===== src/rtl/rnd_sample_hold_pkg.sv =====
// Shared definitions for the rnd noise modules: default widths, mode encoding, FSM states.
package rnd_sample_hold_pkg;

    localparam int unsigned RndWidth    = 8;
    localparam int unsigned RndDivWidth = 16;

    typedef enum logic {
        ModeStep = 1'b0,
        ModeSlew = 1'b1
    } rnd_mode_e;

    typedef enum logic {
        StIdle = 1'b0,
        StRun  = 1'b1
    } rnd_state_e;

endpackage


===== src/rtl/tick_div.sv =====
// Rate divider: while enabled, counts 0..period and emits a tick on the edge that wraps to 0.
module tick_div #(
    parameter int unsigned DIV_WIDTH = 16
) (
    input  logic                 clk,
    input  logic                 reset_n,
    input  logic                 enable,
    input  logic [DIV_WIDTH-1:0] period,
    output logic                 tick
);

    logic [DIV_WIDTH-1:0] cnt_q, cnt_d;

    // Using >= rather than == means a period lowered below cnt wraps on the very next edge.
    always_comb begin
        tick  = enable && (cnt_q >= period);
        cnt_d = '0;
        if (enable && !tick) begin
            cnt_d = cnt_q + DIV_WIDTH'(1);
        end
    end

    always_ff @(posedge clk or negedge reset_n) begin
        if (!reset_n) begin
            cnt_q <= '0;
        end else begin
            cnt_q <= cnt_d;
        end
    end

endmodule


===== src/rtl/rnd_sample_hold.sv =====
// Sample-and-hold noise source: captures rnd_in at a programmable rate, either stepping
// straight to the new value or slewing toward it by a power-of-two fraction each cycle.
module rnd_sample_hold
    import rnd_sample_hold_pkg::*;
#(
    parameter int unsigned WIDTH     = RndWidth,
    parameter int unsigned DIV_WIDTH = RndDivWidth
) (
    input  logic                 clk,
    input  logic                 reset_n,
    input  logic [WIDTH-1:0]     rnd_in,
    input  logic                 enable,
    input  logic [DIV_WIDTH-1:0] period,
    input  logic                 mode,
    input  logic [2:0]           shift,
    output logic [WIDTH-1:0]     sample_out,
    output logic                 sample_valid,
    output logic [WIDTH-1:0]     target
);

    rnd_state_e state_q, state_d;
    rnd_mode_e  mode_sel;
    logic       run;
    logic       tick;

    logic [WIDTH-1:0] sample_q, sample_d;
    logic [WIDTH-1:0] target_q, target_d;
    logic             valid_q, valid_d;

    logic signed [WIDTH:0] slew_diff;
    logic signed [WIDTH:0] slew_step;
    logic [WIDTH-1:0]      slew_next;

    assign run      = (state_q == StRun);
    assign mode_sel = rnd_mode_e'(mode);

    // Fed by the registered state, not enable, so a tick still lands on the edge enable falls.
    tick_div #(
        .DIV_WIDTH(DIV_WIDTH)
    ) u_tick_div (
        .clk    (clk),
        .reset_n(reset_n),
        .enable (run),
        .period (period),
        .tick   (tick)
    );

    always_ff @(posedge clk or negedge reset_n) begin
        if (!reset_n) begin
            state_q <= StIdle;
        end else begin
            state_q <= state_d;
        end
    end

    always_comb begin
        state_d = state_q;
        unique case (state_q)
            StIdle: if (enable)  state_d = StRun;
            StRun:  if (!enable) state_d = StIdle;
            default: state_d = StIdle;
        endcase
    end

    // The step always lies between 0 and the difference, so the sum stays inside 0..2^WIDTH-1.
    always_comb begin
        slew_diff = $signed({1'b0, target_q}) - $signed({1'b0, sample_q});
        slew_step = slew_diff >>> shift;
        slew_next = sample_q + WIDTH'(slew_step);
    end

    always_comb begin
        sample_d = sample_q;
        target_d = target_q;
        valid_d  = 1'b0;
        if (run) begin
            if (tick) begin
                target_d = rnd_in;
                valid_d  = 1'b1;
            end
            if (mode_sel == ModeSlew) begin
                sample_d = slew_next;
            end else if (tick) begin
                sample_d = rnd_in;
            end
        end
    end

    always_ff @(posedge clk or negedge reset_n) begin
        if (!reset_n) begin
            sample_q <= '0;
            target_q <= '0;
            valid_q  <= 1'b0;
        end else begin
            sample_q <= sample_d;
            target_q <= target_d;
            valid_q  <= valid_d;
        end
    end

    assign sample_out   = sample_q;
    assign sample_valid = valid_q;
    assign target       = target_q;

endmodule


===== config.mk =====
export PLATFORM = sky130hd
export DESIGN_NAME = rnd_sample_hold
export DESIGN_NICKNAME = d
export VERILOG_FILES = /design/src/rtl/rnd_sample_hold_pkg.sv /design/src/rtl/tick_div.sv /design/src/rtl/rnd_sample_hold.sv
export SDC_FILE = /design/constraint.sdc
export NUM_CORES = 1
export LEC_CHECK = 0
export BUFFER_PORTS_ARGS = -buffer_cell sky130_fd_sc_hd__buf_2
export CORE_ASPECT_RATIO = 1.1
export CORE_MARGIN = 2
export CORE_UTILIZATION = 52
export CTS_CLUSTER_DIAMETER = 30
export CTS_CLUSTER_SIZE = 24
export DETAILED_ROUTE_END_ITERATION = 6
export GPL_TIMING_DRIVEN = 0
export PLACE_DENSITY = 0.76
export SLEW_MARGIN = 20
export SYNTH_ARGS = -nofsm -noshare
export SYNTH_HDL_FRONTEND = slang
export SYNTH_HIERARCHICAL = 1
export SYNTH_SLANG_ARGS = --single-unit

===== constraint.sdc =====
create_clock -name clk -period 3.2 [get_ports clk]
set_input_delay 0.16 -clock clk [delete_from_list [all_inputs] [get_ports clk]]
set_output_delay 0.16 -clock clk [all_outputs]
set_load 0.02 [all_outputs]

Yosys cells after proc, flatten, opt, wreduce, memory -nomap -nowiden
Index checks and enable logic that the tools add are counted.

operators by class
  add/sub/neg operators = 3
  magnitude comparators = 1
  shifts and indexed selects = 1
  muxes and demuxes = 6
  reduce and logical (&&, ||, !) cells = 6

operators with widths
  cell                   number
  $add 16x1->16 const B  1
  $ge 16x16->1           1
  $mux 16                1
  $mux 8                 2
  $sshr 9x3->8           1
  $sub 8x8->9            1
  $add 8x8->8            1
  $reduce_and 2->1       2
  $mux 1                 3
  $logic_and 1x1->1      2
  $reduce_bool 2->1      1
  $logic_not 1->1        1

word-level totals
  register bits after elaboration = 34
  word-level logic and storage cells = 22

Depth between registers and ports, before layout
Gate-level depths: netlist (run 1).

  depth after elaboration = 5
  mapped depth = 18
  mapped depth without buffers = 18

Cells and area by module
Netlist (run 1), hierarchy kept.

by module, submodules not included
  module           instances  cells an instance  area an instance (um2)  seq. area each (um2)
  rnd_sample_hold  1          216                1861.8                  450.4
  tick_div         1          127                1182.4                  400.4

Least setup slack after synthesis (run 1)
OpenSTA, ideal clock, no wires.

  path type = register to register
  start point = register sample_q[5], in the netlist sample_out[5]
  end point = register sample_q[6], in the netlist sample_out[6]
  library setup time = 0.128 ns
  arrival time = 3.454 ns
  required time = 3.072 ns
  path slack = -0.382 ns
  cell stages (with the launch flop) = 17
  buffers on the path = 0
  period minus slack after synthesis = 3.582 ns
  cell sequence = dfrtp_1 -> inv_1 -> ha_1 -> a21oi_2 -> a21boi_1 -> o21ba_2 -> nor3_2 -> a21oi_1 -> o311a_1 -> ha_1 -> fa_1 -> a21o_1 -> a21oi_1 -> o21bai_1 -> a21oi_1 -> xor2_1 -> o21ai_0

between the ends
  longest elaborated chain between the ends = 4

RTL lines
  item                    line                   RTL
  from (decl)             rnd_sample_hold.sv:26  logic [WIDTH-1:0] sample_q, sample_d;
  from (signal assigned)  rnd_sample_hold.sv:95  sample_q <= sample_d;
  $sub 8x8->9             rnd_sample_hold.sv:67  slew_diff = $signed({1'b0, target_q}) - $signed({1'b0, sample_q});
  $sshr 9x3->8            rnd_sample_hold.sv:68  slew_step = slew_diff >>> shift;
  $add 8x8->8 *           rnd_sample_hold.sv:69  slew_next = sample_q + WIDTH'(slew_step);
  $mux 8 *                rnd_sample_hold.sv:81  if (mode_sel == ModeSlew) begin

Mark *: on every way between the ends. The rest lies on a longest branch, timed or not.
A chain may end at the register's enable or synchronous reset.

Final worst setup path (run 1)
  start point = register target_q[5], in the netlist target[5]
  end point = register sample_q[7], in the netlist sample_out[7]

between the ends
  longest elaborated chain between the ends = 4

RTL lines
  item                    line                   RTL
  from (decl)             rnd_sample_hold.sv:27  logic [WIDTH-1:0] target_q, target_d;
  from (signal assigned)  rnd_sample_hold.sv:96  target_q <= target_d;
  $sub 8x8->9             rnd_sample_hold.sv:67
  $sshr 9x3->8            rnd_sample_hold.sv:68
  $add 8x8->8             rnd_sample_hold.sv:69
  $mux 8                  rnd_sample_hold.sv:81

No other way between the ends.

==> out/results.md, run 1 <==
| Item | This run | Unit |
|---|---|---|
| Die outline height | 84.25 | um |
| Run status | finished, violations left | - |
| Cell type with the highest aggregate area in the netlist | sky130_fd_sc_hd__dfrtp_1 | - |
| Pre-Repair DR Iteration Count | 4 | - |
| Starting utilization of the core area | 0.5344 | - |
| Post-synth EDFFs | 0 | - |
| DRC violation count after routing | 0 | - |
| Internal Power | 1.531 | mW |
| Min-delay worst type | in2reg | - |
| Max cap viols | 0 | - |
| Top cells by area in the synthesized netlist | sky130_fd_sc_hd__dfrtp_1 (28%), sky130_fd_sc_hd__ha_1 (14%), sky130_fd_sc_hd__xor2_1 (4.3%) | - |
| Pleak | 1.923 | nW |
| Total global routing track utilization | 0.2377 | - |
| Count of pins on the block boundary | 48 | - |
| Antenna diode count | 0 | - |
| Library cell used as clock root buffer | sky130_fd_sc_hd__clkbuf_8 | - |
| Count of pins over their slew limit | 0 | - |
| Count of vias placed by the detailed router | 2827 | - |
| Cell depth of the worst hold path | 3 | - |
| Die boundary width | 76.95 | um |
| Half-perimeter wire length of the detailed placement result | 5475 | um |
| Period Utilization, post-route | 1.103 | - |
| Via count of the first global-routing pass | 2800 | - |
| Core area | 5697 | um2 |
| Total number of placement rows | 29 | - |
| Chain of cells forming the critical path | ha_4 -> buf_6 -> or3b_1 -> nand3_2 -> a211oi_2 -> buf_4 -> o211a_1 -> a31o_1 -> o21ai_2 -> ha_1 -> a21oi_2 -> o211ai_1 -> o41ai_2 -> xnor2_1 -> xnor2_1 -> o21ai_1 | - |
| NetSw | 1.123 | mW |
| Largest net degree at the start of global routing | 35 | - |
| Fill cell total of the finished layout | 466 | - |
| Number of instances in the placed design | 465 | - |
| Arrival time at the worst endpoint | 3700 | ps |
| DRC marker count from the first detailed-route iteration | 126 | - |
| Sum of overflow across all layers after global routing | 0 | - |
| Number of instances in the synthesized netlist | 343 | - |
| Maximum fanout encountered on the critical timing path | 6 | - |
| Non-Filler Instances | 502 | - |
| Share of synthesized registers carrying an async set or reset | 1.000 | - |
| Synth warn | 6 | - |
| Capturing element type of the critical path | register | - |
| Number of buffers between clock root and the deepest sink | 2 | - |
| Endpoint of the worst register-to-register path | sample_out[7] | - |
| Routability-driven placement congestion ratio | 0.9126 | - |
| Final hold violation count | 0 | - |
| Worst slew margin relative to its limit | 0.4906 | - |
| Dpl cell area | 3503 | um2 |
| Total Die Area | 6483 | um2 |
| Antenna violations before repair | 0 | - |
| CTS tree | built | - |
| Insertion delay of the later-clocked pin in the worst-skew pair | 290 | ps |
| Count of cells along the worst register-to-register path | 16 | - |
| Cell occurring most often along the worst timing path | sky130_fd_sc_hd__xnor2_1 | - |
| Final Net Count | 491 | - |
| Mapped Area | 3044 | um2 |
| Slowest stage cell, crit path | sky130_fd_sc_hd__dfrtp_1 | - |
| Critical Setup Path Class | reg2reg | - |
| Failing checks | negative setup slack | - |
| Clock transition at the registers of the reported paths | 70 | ps |
| Number of CTS-inserted buffers | 5 | - |
| Kind of start point of the critical path | register | - |
| Portion of synthesized cell area occupied by the leading cell type | 0.2795 | - |
| Dominant synthesized flop cell | sky130_fd_sc_hd__dfrtp_1 | - |
| Count of buffers from port buffering | 45 | - |
| Yosys cell types | 61 | - |
| Final design instance area without fill | 3963 | um2 |
| Final worst slack | -329.6 | ps |
| Share of layout cells above drive strength 1 | 0.3859 | - |
| Worst setup slack for register-to-register paths | -330 | ps |
| Routed wire length per instance | 15.45 | um |
| Post-Syn Nets | 410 | - |
| Worst-margin pin slew | 764.1 | ps |
| Via density per instance | 5.631 | - |
| Switching power share of the total | 0.4230 | - |
| Setup repair after global routing missed its margin | true | - |
| CP peak stage delay | 430 | ps |
| Startpoint of the lowest-slack hold path | rnd_in[0] | - |
| VDD IR-drop max | 302.7 | uV |
| Area Overhead vs Synth | 30.17 | % |
| Post-DRT Antenna Nets | 0 | - |
| Fmax | 0.2833 | GHz |
| Routed wire length | 7756 | um |
| Average size of a mapped cell | 8.875 | um2 |
| End of the worst hold path | target[0] | - |
| Clock share of power | 0.126 | - |
| PwrDens | 669.7 | nW/um2 |
| Combinational share of power | 0.671 | - |
| CTS H-tree lvls | 2 | - |
| Count of endpoints failing setup in the final report | 6 | - |
| Sequential area share after synthesis | 0.2795 | - |
| Final core utilization | 0.6956 | - |
| Placement Setup Slack | -389.0 | ps |
| Largest clock skew in the final design | 8.187 | ps |
| WHS | 109.6 | ps |
| Yosys reg bits | 34 | - |
| Share of total power in sequential cells | 0.203 | - |
| First-pass GRT wire length | 12620 | um |
| Min Clock Period, post-route | 3530 | ps |
| Sinks on the clock net | 34 | - |
| Required time at the endpoint of the critical path | 3370 | ps |
| Worst R2R Start | target[5] | - |
power groups by stage:
stage / logic (mW) / clock network (mW) / registers [mW]
6_report: 1.78 / 0.333 / 0.539
3_3_place_gp: 1.27 / 0 / 0.566
3_5_place_dp: 1.30 / 0 / 0.567
4_1_cts: 1.55 / 0.336 / 0.542
5_1_grt: 1.92 / 0.354 / 0.545
2_1_floorplan: 0.981 / 0 / 0.606
cells in the final DEF, fill, tap and decap left out, types with 12 or more instances in the layout:
cell,n
sky130_fd_sc_hd__nor2_2,12
sky130_fd_sc_hd__nand3_1,12
sky130_fd_sc_hd__dfrtp_1,24
sky130_fd_sc_hd__buf_2,48
sky130_fd_sc_hd__nor2_1,12
sky130_fd_sc_hd__nand2_1,26
sky130_fd_sc_hd__buf_4,26
sky130_fd_sc_hd__inv_1,30
sky130_fd_sc_hd__ha_1,24
sky130_fd_sc_hd__xor2_1,15
synth_stat cells (all sizes together) (2+ instances only):
master   count
inv         34
or3          3
clkbuf       6
a21o         4
o31ai        2
nand4       10
nor2b        3
nand3       15
and3         3
nor2        24
a211o        2
o21ai       23
a21oi       18
mux2i        7
nand2b       7
o211a        2
a2111oi      2
o21bai       2
and4         4
o211ai       2
ha          34
buf          4
fa           2
nor3         6
a211oi       4
a31oi        3
xnor2        8
dfrtp       34
nand3b       2
nor3b        5
xor2        15
mux2        10
nand2       28
sequential cells by signal, indices dropped and copies added (netlist names):
signal / cells
sample_valid: 1
run: 1
u_tick_div/cnt_q: 16
target: 8
sample_out: 8
metrics by stage:
step / setup TNS [ps] / total power [mW]
floorplan: -218.7 / 1.587
global placement: -1017 / 1.831
detailed placement: -1285 / 1.867
CTS: -972.5 / 2.425
global route: -2019 / 2.816
finish: -1279 / 2.654
worst max path at each step:
stage                             start             to  slack (ps)  depth (start not counted)
after floorplan           sample_out[1]  sample_out[7]        -100                         15
after global placement    sample_out[2]  sample_out[7]        -310                         15
after detailed placement  sample_out[2]  sample_out[7]        -390                         15
after CTS                     target[5]  sample_out[7]        -290                         16
after global routing          target[0]  sample_out[7]        -440                         17
final                         target[5]  sample_out[7]        -330                         16
critical path: cells and delay by family, from the launching register on:
family	cells	cell delay, ps
AND/OR/NAND/NOR	2	460
buffers and inverters	2	290
XOR/XNOR	2	330
flip-flops	1	430
AO/OA/AOI/OAI	8	1280
adder cells (fa/ha/maj)	2	610
area by class of cell:
class | instances | area (um2) | share of cell area
Inverter | 34 | 130.1 | 0.03284
Multi-Input combinational cell | 265 | 2281 | 0.5756
Clock inverter | 1 | 5.005 | 0.001263
Tap cell | 77 | 96.34 | 0.02431
Clock buffer | 7 | 86.33 | 0.02179
Timing Repair Buffer | 74 | 451.7 | 0.1140
Buffer | 10 | 48.80 | 0.01231
Sequential cell | 34 | 863.3 | 0.2179
routing by layer:
metal  GRT usage  share of wire
met4     0.08430          0.014
met3     0.02581          0.029
met2      0.4458           0.54
met1      0.2788           0.42
met5           0              0
logic make-up after synthesis:
group | share of synthesized area
multiplexers | 0.06001
AND/OR/NAND/NOR | 0.2150
buffers and inverters | 0.05795
XOR/XNOR | 0.06618
adder cells (fa/ha/maj) | 0.1529
AO/OA/AOI/OAI | 0.1685
flip-flops | 0.2795
what timing repair did:
| item | in CTS | in global routing |
|---|---|---|
| setup buffers | 18 | 9 |
| endpoints found under the hold margin | 35 | 0 |
| hold buffers | 2 | 0 |
| pin swaps | 15 | 6 |
| resized for setup | 17 | 18 |
| setup endpoints to repair | 5 | 7 |
Power figures use the tool's default switching activity.
==> run 2, diff against run 1 <==
--- a/config.mk
+++ b/config.mk
@@ -9,10 +9,10 @@
 export CORE_ASPECT_RATIO = 1.1
 export CORE_MARGIN = 2
-export CORE_UTILIZATION = 52
+export CORE_UTILIZATION = 45
 export CTS_CLUSTER_DIAMETER = 30
 export CTS_CLUSTER_SIZE = 24
 export DETAILED_ROUTE_END_ITERATION = 6
 export GPL_TIMING_DRIVEN = 0
-export PLACE_DENSITY = 0.76
+export PLACE_DENSITY = 0.67
 export SLEW_MARGIN = 20
 export SYNTH_ARGS = -nofsm -noshare
==> constraint.sdc (replaced) <==
create_clock -name clk -period 3.2 [get_ports clk]
set_input_delay 0.48 -clock clk [delete_from_list [all_inputs] [get_ports clk]]
set_output_delay 0.48 -clock clk [all_outputs]
set_load 0.02 [all_outputs]
==> run 2 against run 1 <==
Compared with the run above:
- the flow still finishes with violations (negative setup slack)
- critical path type unchanged
- worst hold slack better by 160 ps
- register-to-register slack worse by 80 ps
- worst setup slack worse by 76 ps
==> out/results.md, run 2 (synthesis results as in run 1) <==
| Item | This run | Unit | vs previous |
|---|---|---|---|
| Required time at the endpoint of the critical path | 3370 | ps | about the same |
| Most common library cell in the layout ignoring fill and taps | sky130_fd_sc_hd__buf_2 | - | unchanged |
| Core area | 6555 | um2 | was 5697 um2 |
| VDD IR-drop max | 348.9 | uV | was 302.7 uV |
| Kind of start point of the critical path | register | - | unchanged |
| CTS tree | built | - | unchanged |
| Final hold violation count | 0 | - | unchanged |
| Total power draw | 2.712 | mW | was 2.654 mW |
| DRC marker count from the first detailed-route iteration | 97 | - | was 126 |
| Internal Power | 1.573 | mW | was 1.531 mW |
| Period Utilization, post-route | 1.127 | - | was 1.103 |
| Worst-margin pin slew | 761.9 | ps | was 764.1 ps |
| Share of layout cells above drive strength 1 | 0.4074 | - | was 0.3859 |
| Routed wire length | 7789 | um | was 7756 um |
| Count of buffers from port buffering | 45 | - | unchanged |
| Via count of the first global-routing pass | 2726 | - | was 2800 |
| Count of vias placed by the detailed router | 2785 | - | was 2827 |
| Capturing element type of the critical path | register | - | unchanged |
| Switching power share of the total | 0.4202 | - | was 0.4230 |
| Count of pins over their slew limit | 0 | - | unchanged |
| Max cap viols | 0 | - | unchanged |
| Starting utilization of the core area | 0.4644 | - | was 0.5344 |
| Total number of placement rows | 31 | - | was 29 |
| Fmax | 0.2773 | GHz | was 0.2833 GHz |
| Dpl cell area | 3510 | um2 | was 3503 um2 |
| CTS H-tree lvls | 2 | - | unchanged |
| Library cell used as clock root buffer | sky130_fd_sc_hd__clkbuf_8 | - | unchanged |
| Antenna violations before repair | 0 | - | unchanged |
| Min Clock Period, post-route | 3606 | ps | was 3530 ps |
| Largest net degree at the start of global routing | 35 | - | unchanged |
| Failing checks | negative setup slack | - | unchanged |
| Final worst slack | -406.0 | ps | was -329.6 ps |
| DRC violation count after routing | 0 | - | unchanged |
| Fill cell total of the finished layout | 578 | - | was 466 |
| Worst slew margin relative to its limit | 0.4921 | - | was 0.4906 |
| Final design instance area without fill | 4040 | um2 | was 3963 um2 |
| Critical Setup Path Class | reg2reg | - | unchanged |
| Endpoint of the worst register-to-register path | sample_out[7] | - | unchanged |
| Placement Setup Slack | -383.6 | ps | was -389.0 ps |
| Clock transition at the registers of the reported paths | 70 | ps | about the same |
| Count of pins on the block boundary | 48 | - | unchanged |
| Post-DRT Antenna Nets | 0 | - | unchanged |
| Number of flip-flops under the largest register name | 16 | - | unchanged |
| Min-delay worst type | in2async | - | was in2reg |
| Via density per instance | 5.418 | - | was 5.631 |
| Largest clock skew in the final design | 6.267 | ps | was 8.187 ps |
| Insertion delay of the later-clocked pin in the worst-skew pair | 290 | ps | about the same |
| Share of total power in sequential cells | 0.198 | - | was 0.203 |
| Clock share of power | 0.121 | - | was 0.126 |
| Arrival time at the worst endpoint | 3780 | ps | was 3700 ps |
| Routed wire length per instance | 15.15 | um | was 15.45 um |
| Routability-driven placement congestion ratio | 0.9452 | - | was 0.9126 |
| Pleak | 1.978 | nW | was 1.923 nW |
| Count of endpoints failing setup in the final report | 5 | - | was 6 |
| Most frequent cells in the layout | sky130_fd_sc_hd__buf_2 (48), sky130_fd_sc_hd__buf_4 (32), sky130_fd_sc_hd__inv_1 (28) | - | was sky130_fd_sc_hd__buf_2 (48), sky130_fd_sc_hd__inv_1 (30), sky130_fd_sc_hd__nand2_1 (26), sky130_fd_sc_hd__buf_4 (26) |
| Total global routing track utilization | 0.2139 | - | was 0.2377 |
| Run status | finished, violations left | - | unchanged |
| PwrDens | 671.4 | nW/um2 | was 669.7 nW/um2 |
| Worst R2R Start | target[4] | - | was target[5] |
| Pre-Repair DR Iteration Count | 4 | - | unchanged |
| Combinational share of power | 0.681 | - | was 0.671 |
| Count of cells along the worst register-to-register path | 15 | - | was 16 |
| Worst setup slack for register-to-register paths | -410 | ps | was -330 ps |
| Die boundary width | 82.42 | um | was 76.95 um |
| Die outline height | 90.26 | um | was 84.25 um |
| Maximum fanout encountered on the critical timing path | 5 | - | was 6 |
| Half-perimeter wire length of the detailed placement result | 5490 | um | was 5475 um |
| Sum of overflow across all layers after global routing | 0 | - | unchanged |
| Largest register by flop count | u_tick_div/cnt_q | - | unchanged |
| Setup repair after global routing missed its margin | true | - | unchanged |
| Final Net Count | 498 | - | was 491 |
| Sinks on the clock net | 34 | - | unchanged |
| Area Overhead vs Synth | 32.72 | % | was 30.17% |
| Number of CTS-inserted buffers | 5 | - | unchanged |
| First-pass GRT wire length | 12420 | um | was 12620 um |
| Total Die Area | 7439 | um2 | was 6483 um2 |
| Number of buffers between clock root and the deepest sink | 2 | - | unchanged |
| Antenna diode count | 0 | - | unchanged |
| NetSw | 1.140 | mW | was 1.123 mW |
## run 2: final cells by class
type                            instances  area (um2)  share of cell area
Tap cell                               82       102.6             0.02539
Clock buffer                            7       86.33             0.02137
Multi-Input combinational cell        265        2297              0.5686
Sequential cell                        34       862.1              0.2134
Inverter                               34       127.6             0.03159
Timing Repair Buffer                   81       510.5              0.1264
Buffer                                 10       48.80             0.01208
Clock inverter                          1       5.005            0.001239
## run 2: stage by stage
step	hold WS, ps	setup TNS [ps]	instances	util
final	268.3	-1405	514	0.6163
after global routing	282.4	-2149	514	0.6163
after CTS	289.3	-986.7	507	0.5946
after detailed placement	540.4	-1245	470	0.5354
after global placement	530.5	-1219	470	0.5354
after floorplan	184.4	-218.7	343	-
## run 2: power by group through the flow
stage	combinational, mW	clock, mW	sequential (mW)
5_1_grt	1.98	0.357	0.541
3_5_place_dp	1.30	0	0.570
4_1_cts	1.65	0.337	0.534
6_report	1.85	0.327	0.537
3_3_place_gp	1.28	0	0.568
2_1_floorplan	0.981	0	0.606
## run 2: repair_timing
| action | CTS | global route |
|---|---|---|
| setup buffers | 29 | 7 |
| pin swaps | 24 | 27 |
| setup endpoints to repair | 5 | 6 |
| gates resized for setup | 17 | 24 |
| hold buffers | 0 | 0 |
| gates cloned | 0 | 0 |
## run 2: worst max-delay path by stage
stage	from	endpoint	depth (start not counted)
after global placement	sample_out[2]	sample_out[7]	15
after CTS	target[4]	sample_out[7]	15
after global routing	sample_out[5]	sample_out[7]	17
final	target[4]	sample_out[7]	15
after floorplan	sample_out[1]	sample_out[7]	15
after detailed placement	sample_out[2]	sample_out[7]	15
## run 2: worst max-delay path, cell delays in order, from the launching register on
cell and delay (ps):
sky130_fd_sc_hd__dfrtp_1 440, sky130_fd_sc_hd__ha_4 330, sky130_fd_sc_hd__nand2_4 60, sky130_fd_sc_hd__a211oi_4 330, sky130_fd_sc_hd__mux2i_2 310, sky130_fd_sc_hd__nor3_4 70
sky130_fd_sc_hd__buf_6 130, sky130_fd_sc_hd__mux2_2 260, sky130_fd_sc_hd__a31oi_1 180, sky130_fd_sc_hd__ha_1 300, sky130_fd_sc_hd__nand3_1 110, sky130_fd_sc_hd__o211ai_1 150
sky130_fd_sc_hd__o41ai_2 360, sky130_fd_sc_hd__xnor2_1 180, sky130_fd_sc_hd__xnor2_1 160, sky130_fd_sc_hd__o21ai_1 100
## run 2: per-layer routing
layer	share of wire	track usage	routed length, um
met3	0.044	0.03400	345
met1	0.41	0.2650	3205
met2	0.54	0.3763	4178
met5	0	0	0
met4	0.0076	0.05556	59
